## config.mk

```make
export PLATFORM = sky130hd
export DESIGN_NAME = nic_fifo
export DESIGN_NICKNAME = d
export VERILOG_FILES = /design/src/rtl/nic_pkg.sv /design/src/rtl/nic_sync_fifo.sv /design/src/rtl/nic_fifo.sv
export SDC_FILE = /design/constraint.sdc
export NUM_CORES = 1
export LEC_CHECK = 0
export ABC_AREA = 1
export BUFFER_PORTS_ARGS = -buffer_cell sky130_fd_sc_hd__buf_2
export CAP_MARGIN = 10
export CELL_PAD_IN_SITES_DETAIL_PLACEMENT = 0
export CELL_PAD_IN_SITES_GLOBAL_PLACEMENT = 1
export CORE_ASPECT_RATIO = 1.5
export CORE_MARGIN = 2
export CORE_UTILIZATION = 40
export CTS_CLUSTER_SIZE = 16
export DETAILED_ROUTE_END_ITERATION = 6
export PLACE_DENSITY = 0.68
export SYNTH_ARGS = -nofsm -noshare
export SYNTH_HDL_FRONTEND = slang
export SYNTH_SLANG_ARGS = --single-unit
```

## constraint.sdc

```tcl
create_clock -name clk -period 11.85 [get_ports clk]
set_clock_uncertainty 0.2 [all_clocks]
set_input_delay 1.185 -clock clk [delete_from_list [all_inputs] [get_ports clk]]
set_output_delay 1.185 -clock clk [all_outputs]
set_load 0.01 [all_outputs]
```

## src/rtl/nic_pkg.sv

```systemverilog
// Shared definitions for the network interface: register map, status layout, packet VC bit.
package nic_pkg;

    typedef enum logic [1:0] {
        NIC_IN_DATA  = 2'b00,
        NIC_IN_STAT  = 2'b01,
        NIC_OUT_DATA = 2'b10,
        NIC_OUT_STAT = 2'b11
    } nic_addr_e;

    // Status word layout, LSB upward: empty/nonempty flag, full flag, count, then overflow
    localparam int STAT_EMPTY_BIT = 0;
    localparam int STAT_FULL_BIT  = 1;
    localparam int STAT_CNT_LSB   = 2;

    // Packet bit 0 in MSB-first numbering is the top bit of a descending vector
    function automatic int vc_bit(input int width);
        return width - 1;
    endfunction

    function automatic int max2(input int a, input int b);
        return (a > b) ? a : b;
    endfunction

endpackage

```

## src/rtl/nic_sync_fifo.sv

```systemverilog
// Single-clock FIFO with occupancy count; push is ignored when full, pop when empty.
module nic_sync_fifo #(
    parameter int WIDTH = 64,
    parameter int DEPTH = 4
) (
    input  logic                     clk,
    input  logic                     rst_n,
    input  logic                     push_i,
    input  logic                     pop_i,
    input  logic [WIDTH-1:0]         data_i,
    output logic [WIDTH-1:0]         head_o,
    output logic [$clog2(DEPTH):0]   count_o,
    output logic                     full_o,
    output logic                     empty_o
);
    localparam int AW = $clog2(DEPTH);
    localparam int CW = AW + 1;

    logic [WIDTH-1:0] mem_q [DEPTH];
    logic [AW-1:0]    wr_ptr_q, wr_ptr_d;
    logic [AW-1:0]    rd_ptr_q, rd_ptr_d;
    logic [CW-1:0]    count_q, count_d;
    logic             do_push, do_pop;

    assign full_o  = (count_q == CW'(DEPTH));
    assign empty_o = (count_q == '0);
    assign count_o = count_q;
    assign head_o  = mem_q[rd_ptr_q];

    assign do_push = push_i && !full_o;
    assign do_pop  = pop_i && !empty_o;

    // Depth is a power of two, so pointers wrap naturally
    always_comb begin
        wr_ptr_d = do_push ? wr_ptr_q + 1'b1 : wr_ptr_q;
        rd_ptr_d = do_pop  ? rd_ptr_q + 1'b1 : rd_ptr_q;
        count_d  = count_q;
        case ({do_push, do_pop})
            2'b10:   count_d = count_q + 1'b1;
            2'b01:   count_d = count_q - 1'b1;
            default: count_d = count_q;
        endcase
    end

    always_ff @(posedge clk or negedge rst_n) begin
        if (!rst_n) begin
            wr_ptr_q <= '0;
            rd_ptr_q <= '0;
            count_q  <= '0;
        end else begin
            wr_ptr_q <= wr_ptr_d;
            rd_ptr_q <= rd_ptr_d;
            count_q  <= count_d;
        end
    end

    always_ff @(posedge clk) begin
        if (do_push) begin
            mem_q[wr_ptr_q] <= data_i;
        end
    end

endmodule

```

## src/rtl/nic_fifo.sv

```systemverilog
// Network interface: CPU register port, router handshake, VC-gated send FSM, sticky overflow.
//   state   | meaning
//   IDLE    | no packet on net_so; may launch the out-FIFO head this edge
//   SEND    | net_so high for this one cycle; forces an idle cycle before the next send
module nic_fifo
    import nic_pkg::*;
#(
    parameter int PACKET_WIDTH = 64,
    parameter int IN_DEPTH     = 4,
    parameter int OUT_DEPTH    = 4
) (
    input  logic                    clk,
    input  logic                    reset_n,
    input  logic [1:0]              addr,
    input  logic [PACKET_WIDTH-1:0] d_in,
    output logic [PACKET_WIDTH-1:0] d_out,
    input  logic                    nicEn,
    input  logic                    nicEnWR,
    input  logic                    net_si,
    output logic                    net_ri,
    input  logic [PACKET_WIDTH-1:0] net_di,
    output logic                    net_so,
    input  logic                    net_ro,
    output logic [PACKET_WIDTH-1:0] net_do,
    input  logic                    net_polarity
);
    localparam int CNT_W  = $clog2(max2(IN_DEPTH, OUT_DEPTH)) + 1;
    localparam int IN_CW  = $clog2(IN_DEPTH) + 1;
    localparam int OUT_CW = $clog2(OUT_DEPTH) + 1;
    localparam int VC     = vc_bit(PACKET_WIDTH);

    localparam logic [0:0] ST_IDLE = 1'b0;
    localparam logic [0:0] ST_SEND = 1'b1;

    logic [PACKET_WIDTH-1:0] in_head, out_head;
    logic [IN_CW-1:0]        in_count;
    logic [OUT_CW-1:0]       out_count;
    logic [CNT_W-1:0]        in_cnt_ext, out_cnt_ext;
    logic                    in_full, in_empty, out_full, out_empty;
    logic                    in_push, in_pop, out_push, out_pop;
    logic                    rd_en, wr_out, ovf_set, send_go;

    logic [0:0]              state_q, state_d;
    logic [PACKET_WIDTH-1:0] d_out_q, d_out_d;
    logic [PACKET_WIDTH-1:0] net_do_q, net_do_d;
    logic                    ovf_q, ovf_d;

    assign in_cnt_ext  = CNT_W'(in_count);
    assign out_cnt_ext = CNT_W'(out_count);

    assign net_ri  = !in_full;
    assign rd_en   = nicEn && !nicEnWR;
    assign wr_out  = nicEn && nicEnWR && (addr == NIC_OUT_DATA);
    assign in_push = net_si && net_ri;
    assign in_pop  = rd_en && (addr == NIC_IN_DATA) && !in_empty;
    assign out_push = wr_out && !out_full;
    assign ovf_set  = wr_out && out_full;

    assign send_go = (state_q == ST_IDLE) && !out_empty && net_ro
                     && (net_polarity == out_head[VC]);
    assign out_pop = send_go;

    nic_sync_fifo #(.WIDTH(PACKET_WIDTH), .DEPTH(IN_DEPTH)) u_in_fifo (
        .clk     (clk),
        .rst_n   (reset_n),
        .push_i  (in_push),
        .pop_i   (in_pop),
        .data_i  (net_di),
        .head_o  (in_head),
        .count_o (in_count),
        .full_o  (in_full),
        .empty_o (in_empty)
    );

    nic_sync_fifo #(.WIDTH(PACKET_WIDTH), .DEPTH(OUT_DEPTH)) u_out_fifo (
        .clk     (clk),
        .rst_n   (reset_n),
        .push_i  (out_push),
        .pop_i   (out_pop),
        .data_i  (d_in),
        .head_o  (out_head),
        .count_o (out_count),
        .full_o  (out_full),
        .empty_o (out_empty)
    );

    always_comb begin
        d_out_d = d_out_q;
        if (rd_en) begin
            d_out_d = '0;
            case (nic_addr_e'(addr))
                NIC_IN_DATA: d_out_d = in_empty ? '0 : in_head;
                NIC_IN_STAT: begin
                    d_out_d[STAT_EMPTY_BIT]              = !in_empty;
                    d_out_d[STAT_FULL_BIT]               = in_full;
                    d_out_d[STAT_CNT_LSB +: CNT_W]       = in_cnt_ext;
                end
                NIC_OUT_DATA: d_out_d = '0;
                NIC_OUT_STAT: begin
                    d_out_d[STAT_EMPTY_BIT]              = out_empty;
                    d_out_d[STAT_FULL_BIT]               = out_full;
                    d_out_d[STAT_CNT_LSB +: CNT_W]       = out_cnt_ext;
                    d_out_d[STAT_CNT_LSB + CNT_W]        = ovf_q;
                end
            endcase
        end
    end

    // A dropped write in the same cycle as the status read keeps the flag set
    always_comb begin
        ovf_d = ovf_q;
        if (ovf_set) begin
            ovf_d = 1'b1;
        end else if (rd_en && (addr == NIC_OUT_STAT)) begin
            ovf_d = 1'b0;
        end
    end

    always_comb begin
        state_d  = send_go ? ST_SEND : ST_IDLE;
        net_do_d = send_go ? out_head : net_do_q;
    end

    always_ff @(posedge clk or negedge reset_n) begin
        if (!reset_n) begin
            state_q  <= ST_IDLE;
            d_out_q  <= '0;
            net_do_q <= '0;
            ovf_q    <= 1'b0;
        end else begin
            state_q  <= state_d;
            d_out_q  <= d_out_d;
            net_do_q <= net_do_d;
            ovf_q    <= ovf_d;
        end
    end

    assign d_out  = d_out_q;
    assign net_do = net_do_q;
    assign net_so = (state_q == ST_SEND);

endmodule
```

==> results of run 1 <==
==> logic make-up (layout without fill, tap and decap cells) <==
group | Yosys count | after routing | synth area share [%]
AO/OA/AOI/OAI | 269 | 269 | 5.71
other | 0 | 5 | 0
buffers and inverters | 158 | 439 | 2.74
AND/OR/NAND/NOR | 910 | 910 | 14.7
adder cells (fa/ha/maj) | 17 | 17 | 0.909
flip-flops | 656 | 656 | 75.7
XOR/XNOR | 8 | 8 | 0.280
==> layout make-up <==
type                       count  area share, %
antenna                        5         0.0429
clock buffer                  72           5.44
clock inverter                39           1.53
inverter                      40          0.536
multi-input combinational   1204           18.7
sequential                   656           65.1
tap                          798           3.42
timing repair buffer         288           5.15
==> through the flow <==
stage	cells	hold slack, ns	power, mW	worst slack, ns	cell area [µm²]
after floorplan	2018	0.263	4.31	6.73	25100
after global placement	2986	0.265	4.94	7.84	27100
after detailed placement	2986	0.270	4.99	7.81	27100
after CTS	3097	0.286	6.97	8.12	29100
after global routing	3100	0.318	7.30	7.92	29200
final	3102	0.279	6.87	8.18	29200
==> registers in the layout (all words and copies together), names as in the netlist <==
name and cells:
u_in_fifo.mem_q 256, u_out_fifo.mem_q 256, d_out 64, net_do 64, u_in_fifo.count_o 3, u_out_fifo.count_o 3, u_in_fifo.rd_ptr_q 2, u_in_fifo.wr_ptr_q 2
u_out_fifo.rd_ptr_q 2, u_out_fifo.wr_ptr_q 2, net_so 1, ovf_q 1
==> path summary, 6_finish.rpt <==
check                                                         from                           endpoint  slack [ns]
worst min register to register               d_out[50]$_DFFE_PN0N_              d_out[50]$_DFFE_PN0N_        0.28
min in group asynchronous                                  reset_n             net_do[12]$_DFFE_PN0N_        0.45
max in group asynchronous                                  reset_n  u_in_fifo.rd_ptr_q[0]$_DFFE_PN0P_        9.39
worst max register to register  u_out_fifo.rd_ptr_q[0]$_DFFE_PN0P_  u_out_fifo.count_o[2]$_DFFE_PN0P_        8.18
worst min-delay path                         d_out[50]$_DFFE_PN0N_              d_out[50]$_DFFE_PN0N_        0.28
worst max-delay path            u_out_fifo.rd_ptr_q[0]$_DFFE_PN0P_  u_out_fifo.count_o[2]$_DFFE_PN0P_        8.18
==> report_power, final <==
group          internal [mW]  switching, mW  leakage, nW
Combinational          0.563           1.25         4.09
Clock                   1.13          0.834        0.967
Sequential              2.89          0.206         6.49
==> critical path, cell delays in order, from the launching register on <==
cell and delay, ns:
dfrtp_4 0.67, inv_4 0.34, nand2_1 0.13, nand2_1 0.08
nand2_1 0.05, nand2_1 0.11, nand2_2 0.06, nand2_2 0.05
buf_4 0.70, ha_1 0.27, inv_1 0.07, fa_1 0.38
a21oi_1 0.14, o21ai_0 0.11, xor2_1 0.16
==> metal layers <==
layer  global-route usage [%]  share of wire (%)
met5                        0               0.43
met4                     5.38                2.2
met3                     5.70                7.5
met2                     33.4                 50
met1                     22.0                 39
==> synth_stat cells <==
library cell  number  area share (%)
inv_2              2           0.030
fa_1               2            0.16
buf_4              2           0.060
o22ai_1           63             1.6
clkinv_1           1           0.015
a21oi_1           11            0.22
nand3_1          196             3.9
nor2_2             2           0.050
buf_2             32            0.64
xor2_1             6            0.21
buf_6              6            0.27
ha_1              15            0.75
dfrtp_1          144              14
nand2_1          552             8.3
nor2_1           157             2.4
a32o_1             1           0.040
inv_1             37            0.55
xnor2_1            2           0.070
o21ai_0          194             3.9
nand2_2            3           0.075
buf_1              4           0.060
edfxtp_1         512              61
clkbuf_1          74             1.1
==> flow_summary.json, run 1 <==
{
  "maxCapViolCount": 0,
  "synth_cell_types": 23,
  "pwr_density_cell_nw_per_um2": 236,
  "grt_pass1_vias": 16382,
  "numCtsBuffers": 60,
  "synth_fp_nets": 2172,
  "cts_setup_buffers": 0,
  "fin_util_pct": 47.0,
  "setup_viol": 0,
  "clkLatencyLatePin_ns": 0.63,
  "vias": 15991,
  "rows": 112,
  "drc": 0,
  "ys_seq_area_share_pct": 75.7,
  "grt_pass1_wl_um": 94300,
  "worstSetupPathType": "flip-flop to flip-flop",
  "post-route-min-period_ns": 3.67,
  "p_leak_nw": 11.6,
  "arrival_ns": 3.97,
  "cts_resized": 0,
  "final_common_cell": "nand2_1",
  "drt_pass1_iterations": 5,
  "syn_to_final_growth_pct": 16.3,
  "htreeDepth": 2,
  "die_h_um": 311,
  "worstSetupStartpointType": "flip-flop",
  "synthCells": 2018,
  "place_hpwl_um": 34100,
  "wl_per_cell_um": 19.8,
  "cp-end-kind": "flip-flop",
  "grt_max_degree": 98,
  "final_cell_mix": "nand2_1 (552), edfxtp_1 (512), buf_2 (265), nand3_1 (195), o21ai_0 (194)",
  "reg2regPathDepth": 14,
  "clk_pin_slew_ns": 0.06,
  "track_usage_pct": 18.8,
  "ff_latch_area_um2": 19000,
  "viasPerCell": 5.16,
  "gp_congestion": 0.748,
  "nets": 2404,
  "ys_ff_latch": 656,
  "core_um2": 62100,
  "port_buffers": 266,
  "max_slew_margin_pct": 28.7,
  "status": "finished clean",
  "syn_area_um2": 25100,
  "cts_tree": "built",
  "hold_depth": 2,
  "hold_buffers": 0,
  "avgSynthCellArea_um2": 12.4,
  "period_share_pct": 31.0,
  "tightestPinTransition_ns": 1.07,
  "ios": 267,
  "multi_input_area_um2": 5470,
  "drive_above_1_share_pct": 17.4,
  "fin_tns_setup_ns": 0,
  "antenna_found_initial": 26,
  "drv_slew": 0,
  "grt_remaining_overflow": 0,
  "ir_drop_v": 0.000176,
  "clock_sinks": 656,
  "fmax_ghz": 0.272,
  "drtAntennaViolNets": 0,
  "yosysWarningCount": 0,
  "dieArea_um2": 64700,
  "drt-initial-drc-count": 1065,
  "clockBufferDepth": 3,
  "wl_um": 61300,
  "cts-root-buf": "clkbuf_16",
  "start_util_pct": 40.4,
  "final-hold-violation-count": 0,
  "worstPathMaxFanout": 66,
  "hold_path_class": "flip-flop to flip-flop",
  "critPathRequiredTime_ns": 12.15,
  "rsz0062_at_grt": "no",
  "nFillCells": 5510,
  "fp.dieW_um": 208
}
No activity file was read; power rests on OpenSTA's default activity.
==> run 2: changes to the inputs <==
Settings changed: ABC_AREA 1 to 0, PLACE_DENSITY 0.68 to 0.63.
Clock period 11.85 ns to 3.67 ns, I/O delays scaled along.
==> run 2 against run 1 <==
Sequential share of layout area is 2.5 points lower. Non-clock buffer count is 136 higher. Clock power grew to 3.5 times the previous value. Die area is 3.3% lower. Global-route usage is 2.1 points lower. Final cell count is 24% lower. Combinational power grew to 3.0 times the previous value. Routed wire length is 16% lower. Total power grew to 3.3 times the previous value.
==> flow_summary.json, run 2 <==
{
  "clock_sinks": 656,
  "p_sw_mw": 5.94,
  "ys_ff_latch": 656,
  "p_leak_nw": 11.3,
  "maxCapViolCount": 0,
  "cp-end-kind": "flip-flop",
  "synthXorXnorAreaFrac_pct": 0.506,
  "fmax_ghz": 0.328,
  "synth_top_family_by_area": "multiplexers",
  "ir_drop_v": 0.000514,
  "avgSynthCellArea_um2": 22.7,
  "numCtsBuffers": 67,
  "place_hpwl_um": 29800,
  "wl_per_cell_um": 21.9,
  "yosysWarningCount": 0,
  "synthFlopType": "edfxtp_1",
  "met1Wirelength_um": 20900,
  "syn_area_um2": 24200,
  "period_share_pct": 83.1,
  "drive_above_1_share_pct": 38.1,
  "port_buffers": 266,
  "synth.most_common_cell": "edfxtp_1",
  "final-hold-violation-count": 0,
  "synthTopCellsByArea": "edfxtp_1 (63%), dfrtp_1 (15%), mux4_2 (12%)",
  "post-route-min-period_ns": 3.05,
  "ios": 267,
  "yosys.area_share.simple_pct": 0.780,
  "synth_mux_area_share_pct": 15.5,
  "rows": 110,
  "drt_pass1_iterations": 4,
  "synth_compound_area_share_pct": 2.78,
  "drtAntennaViolNets": 0,
  "vias": 11877,
  "hold_path_class": "primary input to flip-flop",
  "nFillCells": 4911,
  "max_slew_margin_pct": 33.8,
  "antenna_found_initial": 8,
  "synth_cell_types": 36,
  "drt-initial-drc-count": 523,
  "intPower_mw": 16.4,
  "cts-root-buf": "clkbuf_16",
  "grt_remaining_overflow": 0,
  "wl_um": 51300,
  "drv_slew": 0,
  "gp_congestion": 0.708,
  "final_cell_mix": "edfxtp_1 (512), buf_2 (265), dfrtp_1 (140), dlygate4sd3_1 (135), mux4_2 (128)",
  "core_um2": 60000,
  "drc": 0,
  "cts_setup_buffers": 0,
  "worstSetupStartpointType": "flip-flop",
  "async_flop_share_pct": 22.0,
  "track_usage_pct": 16.8,
  "status": "finished clean",
  "p_clk_share_pct": 31.0,
  "ys_seq_area_share_pct": 78.3,
  "worstSetupPathType": "flip-flop to flip-flop",
  "pwr-share-seq_pct": 44.8,
  "grt_pass1_wl_um": 78400,
  "path_cells": "nor3_1, nor3b_1, nand2_4, inv_1, ha_1, inv_1, fa_1, xor2_1, nor2_1, xor2_1",
  "synth_fp_nets": 1221,
  "dieArea_um2": 62600,
  "fin_tns_setup_ns": 0,
  "hold_buffers": 135,
  "yosysTopAreaCellShare_pct": 63.4,
  "die_h_um": 305,
  "clockBufferDepth": 3,
  "fin_util_pct": 50.5,
  "synth_edf_count": 512,
  "grt_max_degree": 66,
  "slowest_delay_ns": 0.65,
  "routed-wl-met3_um": 3490,
  "power_frac_comb_pct": 24.2,
  "tightestPinTransition_ns": 0.992,
  "final_common_cell": "edfxtp_1",
  "clk_pin_slew_ns": 0.06,
  "grt_pass1_vias": 13119,
  "critPathRequiredTime_ns": 3.98,
  "p_sw_share_pct": 26.6,
  "highest_layer": "met5",
  "start_util_pct": 40.4,
  "worstPathMaxFanout": 18,
  "syn_to_final_growth_pct": 25.0,
  "setup_viol": 0,
  "cts_tree": "built",
  "pwr_density_cell_nw_per_um2": 737,
  "reg_top3": "u_in_fifo.mem_q: 256 flops, u_out_fifo.mem_q: 256 flops",
  "placed_cells": 2089,
  "htreeDepth": 3,
  "synth_top_area_cell": "edfxtp_1",
  "clkLatencyLatePin_ns": 0.58,
  "arrival_ns": 3.36,
  "cts_resized": 0,
  "nets": 1663,
  "synthTopCellsByCount": "edfxtp_1 (512), dfrtp_1 (144), mux4_2 (128)",
  "synthCells": 1067,
  "fin_cells": 2346,
  "wl_met2_um": 26100,
  "rsz0062_at_grt": "no",
  "slowest_stage": "nor3b_1",
  "synth_fa_ha_area_share_pct": 0.940,
  "fp.dieW_um": 205,
  "viasPerCell": 5.06
}
run 2: worst paths after layout:
check                                                  start                                  to  slack, ns  cells past startpoint
max reg2reg                u_out_fifo.count_o[0]$_DFFE_PN0P_   u_out_fifo.count_o[2]$_DFFE_PN0P_       0.62                     10
max                        u_out_fifo.count_o[0]$_DFFE_PN0P_   u_out_fifo.count_o[2]$_DFFE_PN0P_       0.62                     10
min reg2reg                             d_out[1]$_DFFE_PN0N_                d_out[1]$_DFFE_PN0N_       0.28                      2
max in group asynchronous                            reset_n  u_out_fifo.rd_ptr_q[0]$_DFFE_PN0P_       2.32                      3
min                                                  addr[0]                d_out[5]$_DFFE_PN0N_       0.05                      4
min in group asynchronous                            reset_n              net_do[52]$_DFFE_PN0N_       0.17                      2
run 2: cells by family after synthesis:
| family | Yosys count |
|---|---|
| buffers and inverters | 66 |
| AND/OR/NAND/NOR | 38 |
| flip-flops | 656 |
| AO/OA/AOI/OAI | 83 |
| adder cells (fa/ha/maj) | 17 |
| multiplexers | 193 |
| XOR/XNOR | 14 |
run 2: power by group through the flow:
stage / clock, mW / sequential (mW) / combinational (mW)
after floorplan: 0 / 10.2 / 3.56
after detailed placement: 0 / 10.2 / 5.46
after global routing: 7.40 / 10.2 / 5.91
after CTS: 7.11 / 10.0 / 5.58
final: 6.92 / 10.0 / 5.41
after global placement: 0 / 10.1 / 5.41
run 2: worst max-delay path, delay by kind of cell (launching register included):
| family | cells | cell delay, ns |
|---|---|---|
| DFF | 1 | 0.43 |
| xor gates and xnor gates | 2 | 0.29 |
| adders and majority gates | 2 | 0.56 |
| buffers and inverters | 2 | 0.21 |
| and+or+nand+nor | 4 | 1.27 |
run 2: layer usage:
layer | up-vias | track usage [%]
li1 | 5257 | -
met1 | 6219 | 20.6
met2 | 317 | 28.9
met3 | 72 | 5.14
met4 | 12 | 4.07
met5 | - | 0
run 2: per-stage QoR:
| step | hold slack, ns | area (µm²) | total power, mW | setup WS (ns) |
|---|---|---|---|---|
| final | 0.0459 | 30300 | 22.3 | 0.621 |
| after global routing | 0.0258 | 30300 | 23.5 | 0.365 |
| after CTS | 0.00877 | 30300 | 22.7 | 0.595 |
| after detailed placement | 0.225 | 26700 | 15.6 | 0.603 |
| after global placement | 0.230 | 26700 | 15.5 | 0.706 |
| after floorplan | -0.129 | 24200 | 13.7 | 0.516 |
run 2: final cells by class:
class | count | area (µm²) | area share [%]
repair buffers | 424 | 3010 | 9.94
inverters | 15 | 56.3 | 0.186
clock inverters | 25 | 308 | 1.02
diodes | 2 | 5.00 | 0.0165
well taps | 784 | 981 | 3.24
clock buffers | 95 | 1950 | 6.42
flip-flops and latches | 656 | 19000 | 62.7
multi-input cells | 345 | 5010 | 16.5
